==> src/rtl/crc32_pkg.sv <==
// Shared constants and types for the byte-serial CRC-32 (IEEE 802.3 / gzip / zlib).
// Reflected algorithm: poly 0xEDB88320, init 0xFFFFFFFF, xorout 0xFFFFFFFF.
package crc32_pkg;

  typedef logic [31:0] crc32_t;

  localparam crc32_t CRC32_POLY   = 32'hEDB88320;
  localparam crc32_t CRC32_INIT   = 32'hFFFFFFFF;
  localparam crc32_t CRC32_XOROUT = 32'hFFFFFFFF;

  // Applies the output XOR to a raw register value.
  function automatic crc32_t crc32_finalize(input crc32_t raw);
    return raw ^ CRC32_XOROUT;
  endfunction

endpackage

==> src/rtl/crc32_byte_step.sv <==
// Pure combinational single-byte CRC-32 update (reflected, LSB first).
// The 8-bit inner loop unrolls into one XOR network, so a full byte is absorbed per cycle.
module crc32_byte_step
  import crc32_pkg::*;
(
  input  logic [31:0] crc_in,
  input  logic [7:0]  data_in,
  output logic [31:0] crc_out
);

  // Fold the byte into the low bits, then shift out 8 bits, applying the polynomial on each 1.
  always_comb begin
    // NOTE: crc_out is assigned first on every path, so no latch can be inferred.
    crc_out = crc_in ^ {24'b0, data_in};
    for (int i = 0; i < 8; i++) begin
      // NOTE: blocking assignments here chain each iteration into the next within the same evaluation.
      crc_out = crc_out[0] ? ((crc_out >> 1) ^ CRC32_POLY) : (crc_out >> 1);
    end
  end

endmodule

==> src/rtl/crc32.sv <==
// Byte-serial CRC-32 accumulator for the GZIP trailer path.
// crc32_out always shows the finalized CRC of every byte accepted since the last restart.
// Optional feature macro: CRC32_CLEAR_EN adds crc32_clear_in, a synchronous restart
// that ranks below rst and above crc32_valid_in.
module crc32
  import crc32_pkg::*;
(
  input  logic        clk,
  input  logic        rst,
  input  logic [7:0]  crc32_in,
  input  logic        crc32_valid_in,
`ifdef CRC32_CLEAR_EN
  input  logic        crc32_clear_in,
`endif
  output logic [31:0] crc32_out
);

  crc32_t crc_q;
  crc32_t crc_next;

  crc32_byte_step u_byte_step (
    .crc_in  (crc_q),
    .data_in (crc32_in),
    .crc_out (crc_next)
  );

  // CRC register: rst, then optional clear, then a valid byte; otherwise hold.
  // crc32_in is only looked at under crc32_valid_in, so garbage on an idle cycle is harmless.
  always_ff @(posedge clk) begin
    // NOTE: non-blocking assignment for state so every flop updates from pre-edge values.
    if (rst) begin
      crc_q <= CRC32_INIT;
    end
`ifdef CRC32_CLEAR_EN
    else if (crc32_clear_in) begin
      crc_q <= CRC32_INIT;
    end
`endif
    else if (crc32_valid_in) begin
      crc_q <= crc_next;
    end
  end

  // Output is the inverted register directly, so a byte shows up right after the edge that took it.
  assign crc32_out = crc32_finalize(crc_q);

endmodule

==> config.mk <==
export PLATFORM = sky130hd
export DESIGN_NAME = crc32
export DESIGN_NICKNAME = d
export VERILOG_FILES = /design/src/rtl/crc32_pkg.sv /design/src/rtl/crc32_byte_step.sv /design/src/rtl/crc32.sv
export SDC_FILE = /design/constraint.sdc
export NUM_CORES = 1
export LEC_CHECK = 0
export BUFFER_PORTS_ARGS = -buffer_cell sky130_fd_sc_hd__buf_2
export CAP_MARGIN = 20
export CORE_MARGIN = 1
export CORE_UTILIZATION = 49
export DETAILED_ROUTE_END_ITERATION = 10
export PLACE_DENSITY = 0.71
export SLEW_MARGIN = 15
export SYNTH_ARGS = -nofsm -noshare
export SYNTH_HDL_FRONTEND = slang
export SYNTH_SLANG_ARGS = --single-unit
==> constraint.sdc <==
create_clock -name clk -period 2.1 [get_ports clk]
set_clock_uncertainty 0.1 [all_clocks]
set_input_delay 0.105 -clock clk [delete_from_list [all_inputs] [get_ports clk]]
set_output_delay 0.105 -clock clk [all_outputs]
set_load 0.01 [all_outputs]
==> summary.md <==
| Metric | Value |
|---|---|
| Run status | `finished clean` |
| First-pass GRT wire length | `6.782 mm` |
| Die Ht | `68.33 um` |
| Peak ir drop on the vdd network | `0.8028 mV` |
| Setup fix buffers added after clock tree synthesis | `0` |
| Distinct cell type count after synthesis | `23` |
| Nature of the critical path startpoint | `flop` |
| Number of placed cells counting well taps | `292` |
| Register with the highest flop count | `crc_q` |
| Total setup violations reported at the end of the flow | `0` |
| Clock tree from TritonCTS | `yes` |
| Number of max-slew violations in the final report | `0` |
| Filler Cells Inserted | `370` |
| Path category of the worst min-delay check | `in -> reg` |
| Detailed router's first-iteration violation count | `28` |
| Top Ports | `43` |
| Via count of the first global-routing pass | `1383` |
| Count of yosys warnings during synthesis | `0` |
| Insertion delay to the later sink of the worst-skew pair | `0.28 ns` |
| Worst-path clk slew | `0.06 ns` |
| Number of antenna violations at the first check in global routing | `0` |
| Leak pwr | `1.408 nW` |
| Number of standard cells in the final layout excluding fillers | `299` |
| Required @ worst endpoint | `2.21 ns` |
| Buffer type at the clock tree root | `clkbuf_8` |
| Fraction of final layout cells sized beyond drive strength 1 | `28.11%` |
| Power per standard cell area | `1620 nW/um2` |
| Area enclosed by the die boundary | `4669 um2` |
| Commonest cells after routing, fill and taps aside | `buf_2, inv_1, dfxtp_1, xnor2_1, nor2_1` |
| Most common cell after layout, fill and taps aside | `buf_2` |
| WL final | `4.180 mm` |
| Std-Cell Core Area | `4115 um2` |
| Number of synthesized register bits | `32` |
| Mapped Cells | `203` |
| Setup Total Neg Slack | `0 ns` |
| Initial core utilization | `52.39%` |
| Drt via density | `4.880` |
| Worst slew slack as a fraction of its limit | `53.72%` |
| Unrepaired setup endpoints after global routing | `false` |
| H-Tree Level Count | `2` |
| Num CTS Buffers | `5` |
| Overall overflow remaining after global route | `0` |
| Routed wire length per instance | `13.98 um` |
| Post-route DRC | `0` |
| Antenna diode count | `0` |
| Final HPWL from detailed placement | `3.126 mm` |
| Arrival @ worst endpoint | `2.05 ns` |
| Critical path type | `reg -> reg` |
| Final standard cell utilization of the core | `61.26%` |
| Kind of capture point of the worst setup path | `flop` |
| CTS resizes | `0` |
| Final worst path period share | `92.26%` |
| Layout Nets | `260` |
| Hold-fix buffers, CTS | `0` |
| Largest registers ranked by flip-flop count | `crc_q: 32 flops` |
| Combined area of all synthesized cells | `2156 um2` |
| Number of rows in the core area | `23` |
| Vias post-DR | `1459` |
| Pin count of the biggest net entering global routing | `35` |
| Clock sink count | `32` |
| Flip-flop count of the largest register after layout | `32` |
| Chip width | `68.33 um` |
| Final number of hold-violating endpoints | `0` |
| Slew at the pin closest to its max-slew limit | `0.6892 ns` |
| Sequential fraction of the synthesis area | `29.72%` |
| Number of violations of the max-capacitance limit | `0` |
| Combined global-route utilization of all metal layers | `20.29%` |
| Crit-path max FO | `5` |
| Buffers added on ports | `42` |
| Area growth from synthesis to layout | `16.95%` |
| Antenna violation net count after detailed routing | `0` |
| Syn_area_per_cell | `10.62 um2` |
| Post-layout power | `0.004085 W` |
| Final worst path period need | `1.937 ns` |
| Routability-driven placement congestion ratio | `0.7803` |
| Achievable Freq | `516.2 MHz` |
| Post-Synthesis Net Count | `214` |
| Longest Clk Path Bufs | `2` |
| Initial DRT Pass Iterations | `4` |
-- stage by stage --
stage               setup WS, ns  cell area, um2  hold slack [ns]
floorplan                 0.2350            2156           0.3109
global placement          0.2026            2444           0.3495
detailed placement        0.1920            2444           0.3601
CTS                       0.1682            2521           0.2562
global route             0.08315            2521           0.2869
finish                    0.1626            2521           0.2564
-- per-layer routing --
layer,wire [um],vias up,global-route usage (%)
met5,0,-,0
met4,42,0,6.250
met3,141,6,4.000
met2,1907,31,32.97
met1,2088,676,26.97
li1,-,746,-
-- area by class of cell --
cell class              count  area (um2)  share of cell area, %
clock buffers               6       72.57                  2.878
clock inverters             1       5.005                 0.1985
inverters                  33       123.9                  4.913
multi-input cells         128        1354                  53.70
flip-flops and latches     32       640.6                  25.41
well taps                  50       62.56                  2.481
repair buffers             49       262.8                  10.42
-- cells in the mapped netlist --
master	count	share of area, %
a21oi_1	13	3.0
xor3_4	1	1.3
nor2_1	20	3.5
xnor3_1	15	16
xnor2_1	30	12
nor3_1	5	1.2
buf_1	1	0.17
clkbuf_1	9	1.6
xnor3_4	1	1.2
xor3_2	1	1.2
clkinv_1	1	0.17
xor2_1	3	1.2
xnor2_4	5	6.4
o21ai_0	6	1.4
o21ai_1	1	0.23
a211o_1	18	7.3
a21bo_1	1	0.46
xor3_1	1	1.1
dfxtp_1	32	30
xor2_4	1	1.3
inv_1	32	5.6
a211o_2	1	0.46
xnor2_2	5	3.8
-- path summary, 6_finish.rpt --
check                   start         to  slack [ns]  cells past startpoint
setup / recovery     crc_q[0]  crc_q[26]        0.16                      5
hold / removal    crc32_in[5]  crc_q[29]        0.26                      4
setup reg to reg     crc_q[0]  crc_q[26]        0.16                      5
hold reg to reg     crc_q[17]  crc_q[17]        0.37                      2
-- critical path, stage by stage (launching register included) --
cell and delay [ns]:
dfxtp_1 0.37, xnor2_4 0.40, xor2_4 0.27, buf_4 0.20, xnor3_1 0.39, a21oi_1 0.14
-- where the power goes --
group | switching [W] | leakage [nW] | total [W] | internal [W]
combinational | 0.00110 | 1.10 | 0.00268 | 0.00158
sequential | 0.000162 | 0.267 | 0.000971 | 0.000809
clock | 0.000215 | 0.0410 | 0.000440 | 0.000225
-- kinds of logic after synthesis --
logic type	count (synthesis)	share of synthesized area, %
AOI/OAI and AO/OA	40	12.88
buffers and inverters	43	7.487
DFF	32	29.72
and+or+nand+nor	25	4.643
xor gates and xnor gates	63	45.27
No activity file was read; power rests on OpenSTA's default activity.
